**config.mk**
```make
export PLATFORM = sky130hd
export DESIGN_NAME = moore_seq_counter
export DESIGN_NICKNAME = d
export VERILOG_FILES = /design/src/rtl/moore_seq_counter.sv
export SDC_FILE = /design/constraint.sdc
export NUM_CORES = 1
export LEC_CHECK = 0
export CAP_MARGIN = 20
export CORE_AREA = 2 2 39 41
export DETAILED_ROUTE_END_ITERATION = 16
export DIE_AREA = 0 0 41 43
export PLACE_DENSITY = 0.42
export SYNTH_ARGS = -nofsm -noshare
export SYNTH_HDL_FRONTEND = slang
export SYNTH_SLANG_ARGS = --single-unit
```
**constraint.sdc**
```tcl
create_clock -name clk -period 2.43 [get_ports clk]
set_input_delay 0.243 -clock clk [delete_from_list [all_inputs] [get_ports clk]]
set_output_delay 0.243 -clock clk [all_outputs]
set_load 0.01 [all_outputs]
```
**src/rtl/moore_seq_counter.sv**
```systemverilog
// Moore threshold counter: counts qualifying in=1 cycles up to TARGET,
// raises out while at TARGET and pulses hit on each entry into TARGET.
// Ports: clk, rst (async, active-high), en, clr (sync), in -> out, count, hit.
module moore_seq_counter #(
  parameter int WIDTH  = 4,
  parameter int TARGET = 3,
  parameter int MODE   = 0,
  parameter int WRAP   = 1
) (
  input  logic             clk,
  input  logic             rst,
  input  logic             en,
  input  logic             clr,
  input  logic             in,
  output logic             out,
  output logic [WIDTH-1:0] count,
  output logic             hit
);

  if (TARGET < 1 || TARGET > (2**WIDTH) - 1) begin : g_bad_target
    $error("moore_seq_counter: TARGET out of range");
  end

  localparam logic [WIDTH-1:0] TGT = WIDTH'(TARGET);

  logic [WIDTH-1:0] state_q, state_d;
  logic             hit_q, hit_d;

  always_comb begin
    state_d = state_q;
    hit_d   = 1'b0;
    if (clr) begin
      state_d = '0;
    end else if (en) begin
      if (state_q < TGT) begin
        if (in) begin
          state_d = state_q + 1'b1;
        end else if (MODE == 1) begin
          state_d = '0;
        end
      end else if (in && (WRAP == 1)) begin
        state_d = '0;
      end
    end
    // Pulse only on the edge that moves into TARGET from elsewhere.
    hit_d = (state_d == TGT) && (state_q != TGT);
  end

  always_ff @(posedge clk or posedge rst) begin
    if (rst) begin
      state_q <= '0;
      hit_q   <= 1'b0;
    end else begin
      state_q <= state_d;
      hit_q   <= hit_d;
    end
  end

  assign out   = (state_q == TGT);
  assign count = state_q;
  assign hit   = hit_q;

endmodule

```
==> flow_summary.ini <==
[sta]
tightest_slew_ps = 281
slew_headroom = 0.813
drv_slew = 0
fmax_ghz = 0.516
hold_viol_final = 0
skew_ps = 0.729
fin_crit_sh = 0.798
setup-violations-final = 0
rsz0062_at_grt = false
period_minus_slack_ps = 1940
setup_tns_ps = 0

[synthesis]
syn_inst = 25
synth_edf_count = 0
async_flop_share = 1.00
ys_ff_latch = 5
syn-num-nets = 32
synthTopCellsByArea = dfrtp_1, ha_1, a311oi_2
ys.flop_type = dfrtp_1
yosys_warnings = 0
yosysTopAreaCell = dfrtp_1
ys_types = 16
ys_seq_area_frac = 0.455
avgSynthCellArea_sq_um = 11.0
yosys.area.top_type_share = 0.455
syn_area_sq_um = 275
synth.most_common_cell = dfrtp_1
synth_common_cells = dfrtp_1, inv_1, ha_1, nor2b_1

[setup_path]
critPathMaxStageDelay_ps = 590
cp.arrival_ps = 1700
r2r_slack_ps = 940
critPathCaptureType = primary output
path_class = flop to primary output
cp_max_fo = 4
crit_buf_inv = 1
crit_path_cell_trace = ha_1 > nor3b_1 > clkdlybuf4s50_1
r2r_cells = 4
required_ps = 2190
cp_slowest_cell = clkdlybuf4s50_1
start_kind = flop
r2r_end = hit$_DFF_PP0_
worstReg2RegStart = count[0]$_DFF_PP0_
crit_family = buffers and inverters

[floorplanning]
die_area_sq_um = 1760
start_util = 0.199
coreArea_sq_um = 1380
rows = 14
fp.dieH_um = 43
io_pins = 11
die_w_um = 41

[clock_network]
cts_setup_buffers = 0
cts-htree-levels = 1
cts.clk_slew.worst_paths_ps = 40
insertion_delay_ps = 240
hold_buffers = 0
cts.sinks = 5
clk_path_buf_depth = 2
tritoncts = yes
root_buffer = clkbuf_4
numCtsBuffers = 3
cts.repair.resized = 0

[layout]
area_delta_synth_final_pct = 53.2
drive_above_1_share = 0.154
nFillCells = 153
fin_util = 0.305
fin_nets = 47
diodes = 0

[global_route]
grtUsageTotal = 0.105
grt_overflow = 0
grt_max_degree = 7
grt_pass1_wl_um = 1100
antenna_found_initial = 0
first_global_vias = 253

[pwr]
p_leak_nw = 0.212
ir_drop_mv = 0.197
p_per_area_nw_per_um2 = 495
finalPower_mw = 0.209

[routing]
dr_total_vias = 250
ant_nets = 0
drt_iter0_drc = 1
firstDrtPassIters = 2
routed_wl_um = 665
drc = 0
viasPerCell = 4.55
wire_per_inst_um = 12.1

[min_path]
worst_hold_path_type = input port to async pin

[placement]
port-buffer-count = 10
place.gp.congestion = 0.707
hpwl_um = 505

[job]
cap_violations = 0

[run_status]
status = finished clean
-- placed cells by master, fill, tap and decap left out, drive strengths merged --
cell / instances
o311a: 1
and2: 2
and4b: 1
nor4: 1
clkbuf: 4
nor3b: 1
nor2: 1
a21oi: 1
nor3: 1
dfrtp: 5
a2bb2oi: 1
clkdlybuf4s50: 10
ha: 2
inv: 4
a22oi: 1
nor2b: 2
a311oi: 1
-- worst max-delay path by stage --
stage	startpoint	end	slack, ps	cells after the start
4_1_cts	count[0]$_DFF_PP0_	out	460	3
5_1_grt	count[0]$_DFF_PP0_	out	330	3
2_1_floorplan	count[0]$_DFF_PP0_	hit$_DFF_PP0_	1010	4
3_3_place_gp	count[0]$_DFF_PP0_	out	700	3
3_5_place_dp	count[0]$_DFF_PP0_	out	730	3
6_report	count[0]$_DFF_PP0_	out	490	3
-- through the flow --
stage	instances	setup slack [ps]	cell area, sq um	hold WS (ps)
6_report	55	491	422	203
5_1_grt	55	334	422	225
3_3_place_gp	51	696	395	449
4_1_cts	55	462	422	193
3_5_place_dp	51	733	395	458
2_1_floorplan	25	1010	275	21.5
-- flip-flops by register name, summed over array words and instances (netlist names) --
name	cells
count	4
hit	1
-- power breakdown --
part	internal (mW)	switching, mW	total (mW)
registers	0.0857	0.00198	0.0876
clock network	0.0619	0.0320	0.0939
logic	0.0146	0.0124	0.0270
total	0.162	0.0464	0.209
-- metal layers --
metal	global-route usage	wire (um)
met5	0	0
met1	0.0918	251
met2	0.150	343
met3	0.0681	61
met4	0.100	8
-- final cells by class --
class	instances	area [sq um]	share of cell area
timing repair buffer	10	100	0.237
tap	16	20.0	0.0475
multi-input combinational	16	135	0.320
clock buffer	4	26.3	0.0623
inverter	4	15.0	0.0356
sequential	5	125	0.297
-- worst register-to-register path, cell delays in order, from the launching register on --
cell	delay (ps)
dfrtp_1	410
ha_1	250
o311a_1	310
a311oi_2	310
nor4_1	90
-- cell families (layout without fill, tap and decap cells) --
group / count (synthesis) / after routing / synth area share
AND/OR/NAND/NOR: 9 / 9 / 0.232
AO/OA/AOI/OAI: 5 / 5 / 0.168
flip-flops: 5 / 5 / 0.455
buffers and inverters: 4 / 18 / 0.0545
adder cells (fa/ha/maj): 2 / 2 / 0.0909
No activity file was read; power rests on OpenSTA's default activity.
